`src/rtl/regfile_wr_arbiter_pkg.sv`:
```
// Shared constants and helpers for the regfile write-port arbiter.
package regfile_wr_arbiter_pkg;

    localparam int AW_DEF   = 4;
    localparam int DW_DEF   = 16;
    localparam int REG_ZERO = 0;

    // Width of a requester index; a single requester still needs one bit.
    function automatic int id_w(input int n);
        return (n > 1) ? $clog2(n) : 1;
    endfunction

endpackage

```
`src/rtl/regfile_wr_arbiter_rr_pick.sv`:
```
// Combinational round-robin selector: first set bit of valid at or after ptr,
// wrapping modulo N, returned as a one-hot grant plus its index.
module regfile_wr_arbiter_rr_pick #(
    parameter int N  = 4,
    parameter int IW = 2
) (
    input  logic [N-1:0]  valid,
    input  logic [IW-1:0] ptr,
    output logic [N-1:0]  gnt,
    output logic [IW-1:0] idx
);

    logic found;

    // Scan distances 0..N-1 from ptr; the nearest valid requester wins.
    always_comb begin
        gnt   = '0;
        idx   = '0;
        found = 1'b0;
        for (int k = 0; k < N; k++) begin
            for (int i = 0; i < N; i++) begin
                if (!found && valid[i] && (((i - int'(ptr) + N) % N) == k)) begin
                    found  = 1'b1;
                    gnt[i] = 1'b1;
                    idx    = IW'(i);
                end
            end
        end
    end

endmodule

```
`src/rtl/regfile_wr_arbiter.sv`:
```
// Round-robin arbiter sharing the regfile write port (we3/wa3/wd3) among NREQ
// requesters. Optional macro REGFILE_WR_ARB_PRIO0_EN gives port 0 fixed top priority.
module regfile_wr_arbiter
    import regfile_wr_arbiter_pkg::*;
#(
    parameter int NREQ = 4,
    parameter int AW   = AW_DEF,
    parameter int DW   = DW_DEF,
    localparam int IW  = id_w(NREQ)
) (
    input  logic               clk,
    input  logic               reset,
    input  logic               stall,
    input  logic [NREQ-1:0]    req_valid,
    input  logic [NREQ*AW-1:0] req_addr,
    input  logic [NREQ*DW-1:0] req_data,
    output logic [NREQ-1:0]    req_ready,
    output logic               we3,
    output logic [AW-1:0]      wa3,
    output logic [DW-1:0]      wd3,
    output logic [IW-1:0]      grant_id,
    output logic               drop_r0
);

`ifdef REGFILE_WR_ARB_PRIO0_EN
    // Port 0 bypasses the ring, so the pointer only ever visits 1..NREQ-1.
    localparam bit            PRIO0   = 1'b1;
    localparam logic [IW-1:0] PTR_RST = IW'(1);
`else
    localparam bit            PRIO0   = 1'b0;
    localparam logic [IW-1:0] PTR_RST = '0;
`endif

    logic [IW-1:0]   ptr, ptr_nxt, win, rr_idx;
    logic [NREQ-1:0] rr_valid, rr_gnt, gnt;
    logic [AW-1:0]   sel_addr;
    logic [DW-1:0]   sel_data;
    logic            xfer;

    assign rr_valid = PRIO0 ? (req_valid & ~NREQ'(1)) : req_valid;

    regfile_wr_arbiter_rr_pick #(.N(NREQ), .IW(IW)) u_pick (
        .valid (rr_valid),
        .ptr   (ptr),
        .gnt   (rr_gnt),
        .idx   (rr_idx)
    );

    always_comb begin
        gnt = rr_gnt;
        win = rr_idx;
        if (PRIO0 && req_valid[0]) begin
            gnt = NREQ'(1);
            win = '0;
        end
    end

    assign req_ready = (reset && !stall) ? gnt : '0;
    assign xfer      = |req_ready;

    always_comb begin
        sel_addr = '0;
        sel_data = '0;
        for (int i = 0; i < NREQ; i++) begin
            if (gnt[i]) begin
                sel_addr = req_addr[i*AW +: AW];
                sel_data = req_data[i*DW +: DW];
            end
        end
    end

    // Pointer moves just past the winner; fixed-priority port-0 grants leave it alone.
    always_comb begin
        ptr_nxt = ptr;
        if (xfer && !(PRIO0 && win == '0)) begin
            if (win == IW'(NREQ-1)) ptr_nxt = PTR_RST;
            else                    ptr_nxt = win + 1'b1;
        end
    end

    always_ff @(posedge clk or negedge reset) begin
        if (!reset) begin
            ptr      <= PTR_RST;
            we3      <= 1'b0;
            wa3      <= '0;
            wd3      <= '0;
            grant_id <= '0;
            drop_r0  <= 1'b0;
        end else begin
            ptr     <= ptr_nxt;
            we3     <= 1'b0;
            drop_r0 <= 1'b0;
            if (xfer) begin
                grant_id <= win;
                // Register 0 is hardwired; accept the write but never issue it.
                if (sel_addr == AW'(REG_ZERO)) begin
                    drop_r0 <= 1'b1;
                end else begin
                    we3 <= 1'b1;
                    wa3 <= sel_addr;
                    wd3 <= sel_data;
                end
            end
        end
    end

    a_ready_onehot0: assert property (@(posedge clk) disable iff (!reset) $onehot0(req_ready));

endmodule

```
`config.mk`:
```
export PLATFORM = sky130hd
export DESIGN_NAME = regfile_wr_arbiter
export DESIGN_NICKNAME = d
export VERILOG_FILES = /design/src/rtl/regfile_wr_arbiter_pkg.sv /design/src/rtl/regfile_wr_arbiter_rr_pick.sv /design/src/rtl/regfile_wr_arbiter.sv
export SDC_FILE = /design/constraint.sdc
export NUM_CORES = 1
export LEC_CHECK = 0
export CAP_MARGIN = 15
export CORE_MARGIN = 2
export CORE_UTILIZATION = 40
export CTS_BUF_LIST = sky130_fd_sc_hd__clkbuf_8
export DETAILED_ROUTE_END_ITERATION = 6
export GPL_TIMING_DRIVEN = 0
export HOLD_SLACK_MARGIN = 0.05
export PLACE_DENSITY = 0.95
export RECOVER_POWER = 50
export SYNTH_ARGS = -nofsm -noshare
export SYNTH_HDL_FRONTEND = slang
export SYNTH_SLANG_ARGS = --single-unit
```
`constraint.sdc`:
```
create_clock -name clk -period 3.4 [get_ports clk]
set_input_delay 1.02 -clock clk [delete_from_list [all_inputs] [get_ports clk]]
set_output_delay 1.02 -clock clk [all_outputs]
set_load 0.005 [all_outputs]
```
==> metrics.md, run 1 <==
| Metric | Value |
|---|---|
| Ys flop type | `dfrtp_1` |
| Final core utilization | `0.755` |
| Gr ovfl total | `0` |
| Fmax | `302 MHz` |
| Outcome | `finished clean` |
| Worst skew pair latency | `0.28 ns` |
| Int Pwr | `1.09 mW` |
| TritonCTS sink count | `26` |
| Post-Synth XOR/XNOR Area | `0.00517` |
| CTS H-tree depth | `1` |
| Post-synth ARST share | `1.00` |
| Setup crit start kind | `input pin` |
| Input/output buffers | `114` |
| Final wirelength | `6.24 mm` |
| Setup Viol. Count Final | `0` |
| Reg2Reg Setup Slack | `0.78 ns` |
| Post-synth EDFFs | `0` |
| TritonCTS buffer count | `3` |
| Setup TNS | `0 ns` |
| Largest family of logic cells by synthesized area | `compound AO/OA/AOI/OAI gates` |
| Boundary Pins | `115` |
| HP Class | `flip-flop to flip-flop` |
| Crit-path max cell delay | `0.49 ns` |
| Max-slew headroom | `0.0298` |
| Area Overhead vs Synth | `79.4%` |
| Register area share after synthesis | `0.384` |
| Endpoints failing hold | `0` |
| Drt pass-1 iters | `6` |
| Worst Setup EP | `req_ready[1]` |
| Net Sw Frac | `0.326` |
| Net Count, Synth | `255` |
| Vias in the first global route | `2092` |
| Crit Path Max Fanout | `7` |
| GPL Wtd Cong | `0.825` |
| CP top delay family | `buffers and inverters` |
| Worst-path cell chain | `buf_2 -> a21oi_2 -> o211a_1 -> buf_12 -> and2_1 -> clkdlybuf4s50_1` |
| Reg power frac | `0.318` |
| CTS tree | `built` |
| Final std cells w/o fill | `342` |
| WHS | `0.491 ns` |
| First-pass GRT wire length | `9.94 mm` |
| Max Slew Vio Count | `0` |
| Worst Setup SP | `req_valid[2]` |
| Actual slew at the worst max-slew pin | `1.44 ns` |
| Yosys cell types | `41` |
| Leakage power total | `1.36 nW` |
| Design Area, Final | `3040 µm²` |
| CP Class | `input pin to output port` |
| Clock Power Share | `0.112` |
| Combinational share of power | `0.570` |
| Placed Cells | `333` |
| Vias | `1885` |
| Worst slack, placed | `-0.979 ns` |
| Mux share of post-synthesis cell area | `0.151` |
| Post-DR vias/cell | `5.51` |
| Final ANT Viol Nets | `0` |
| Slowest cell on crit path | `clkdlybuf4s50_1` |
| Psw | `0.529 mW` |
| Syn Std Cell Area | `1700 µm²` |
| Core area | `4030 µm²` |
| Worst path depth | `6` |
| Tot GR Track Use | `0.259` |
| Worst EP required | `2.38 ns` |
| R2R Path Start | `ptr[0]` |
| CTS Buffer Depth | `2` |
| Largest net degree at the start of global routing | `20` |
| Max_cap viols | `0` |
| Cells after synthesis | `168` |
| DRC Markers | `0` |
| Peak VDD IR | `0.311 mV` |
| Hpwl dp | `4.62 mm` |
| P per Cell Area | `533 nW/µm²` |
| Initial antenna violation count | `0` |
| Final Power | `1.62 mW` |
| Die Width | `69.1 µm` |
| ANT cells | `0` |
| Buf/Inv on CP | `3` |
| RR Endpoint | `wd3[0]` |
| Min cycle time layout | `3.32 ns` |
| Chip height | `69.1 µm` |
| Hold depth | `1` |
| Initial DRC Count | `143` |
| Rows | `23` |
| Area share of fa/ha/maj cells after synthesis | `0` |
| Synth Area in Simple Gates | `0.156` |
| Worst setup EP type | `output port` |
| DP Area | `2930 µm²` |
| Unrepaired setup endpoints after global routing | `false` |
| Synth warnings | `0` |
| Hold-fix buffers, CTS | `0` |
| Synth Area in Compound Gates | `0.248` |
| Initial core utilization | `0.421` |
| Critical Path AT | `2.30 ns` |
| Yosys reg bits | `26` |
| Period utilization | `0.975` |
| Worst r2r path cells | `10` |
| Skew final | `0.00589 ns` |
| Post-layout nets | `381` |
| Die area | `4780 µm²` |
| Fin worst setup slack | `0.0844 ns` |
| CTS root buffer | `clkbuf_8` |
| Share of layout cells above drive strength 1 | `0.185` |
| Wire per inst | `18.2 µm` |
| Clock-pin slew on the worst setup and hold paths | `0.09 ns` |
| Post-Syn Area per Cell | `10.1 µm²` |
-- synthesized netlist by cell type, drive strengths merged, types with 2 or more instances --
master,number,share of area
nand2,39,0.086
dfrtp,26,0.38
a222oi,16,0.094
mux2,16,0.14
buf,7,0.034
inv,7,0.016
nor2,7,0.016
o21ai,6,0.020
a21oi,5,0.017
and2,4,0.015
clkbuf,3,0.0066
a21boi,2,0.011
a41o,2,0.012
mux2i,2,0.012
nand2b,2,0.0074
nor2b,2,0.0074
nor3,2,0.0059
o211a,2,0.012
o22ai,2,0.0074
o2bb2ai,2,0.010
o32ai,2,0.019
-- per-layer routing --
layer  GRT usage  vias up  part of all wire
li1            -      878                 -
met5           0        -                 0
met3      0.0716       21             0.071
met2       0.478      101              0.53
met1       0.278      885              0.36
met4      0.0959        0             0.030
-- cells in the final DEF, fill, tap and decap left out, types with 4 or more instances in the layout --
| master | n |
|---|---|
| nor2_1 | 6 |
| and2_1 | 4 |
| clkdlybuf4s50_1 | 94 |
| dlygate4sd3_1 | 13 |
| nand2_1 | 38 |
| buf_4 | 10 |
| dfrtp_1 | 26 |
| a222oi_1 | 16 |
| mux2_4 | 15 |
| inv_1 | 6 |
| a21oi_2 | 4 |
| buf_2 | 4 |
-- logic make-up after synthesis --
family,Yosys count
xor+xnor,1
buf+inv,17
flops,26
simple gates,60
compound gates,46
mux,18
-- registers in the layout (all words and copies together) (netlist names) --
name and flops:
drop_r0 1, grant_id 2, ptr 2, wa3 4
wd3 16, we3 1
-- worst min-delay path by stage --
stage | endpoint | start | slack (ns)
after global placement | wd3[8] | wd3[8] | 0.47
after global routing | grant_id[1] | grant_id[1] | 0.52
after floorplan | wd3[8] | wd3[8] | 0.48
after CTS | wd3[8] | wd3[8] | 0.50
after detailed placement | wd3[8] | wd3[8] | 0.48
final | wd3[8] | wd3[8] | 0.49
-- timing repair --
action                     4_1_cts  5_1_grt
buffers inserted                 4        4
hold endpoints to repair         0        0
pin swaps                        2        3
setup endpoints to repair        4        2
gates resized for setup         36        6
-- power by group through the flow --
stage	clock network, mW	registers [mW]	logic, mW
floorplan	0	0.521	0.417
global placement	0	0.510	0.868
detailed placement	0	0.518	0.895
CTS	0.183	0.518	0.929
global route	0.196	0.530	0.991
finish	0.181	0.516	0.925
-- cell type report --
cell class              count  area [µm²]
fillers                   290         987
repair buffers            123        1200
multi-input cells         125         968
inverters                   7        26.3
plain buffers               8        88.8
flip-flops and latches     26         651
well taps                  50        62.6
clock buffers               3        41.3
Power figures use the tool's default switching activity.
==> run 2, diff against run 1 <==
--- a/config.mk
+++ b/config.mk
@@ -9,6 +9,8 @@
 export CORE_MARGIN = 2
 export CORE_UTILIZATION = 40
 export CTS_BUF_LIST = sky130_fd_sc_hd__clkbuf_8
+export CTS_CLUSTER_DIAMETER = 40
+export CTS_CLUSTER_SIZE = 14
 export DETAILED_ROUTE_END_ITERATION = 6
 export GPL_TIMING_DRIVEN = 0
 export HOLD_SLACK_MARGIN = 0.05
==> results of run 2 <==
Same layout as run 1: the final DEF is identical, and so are final timing and power.
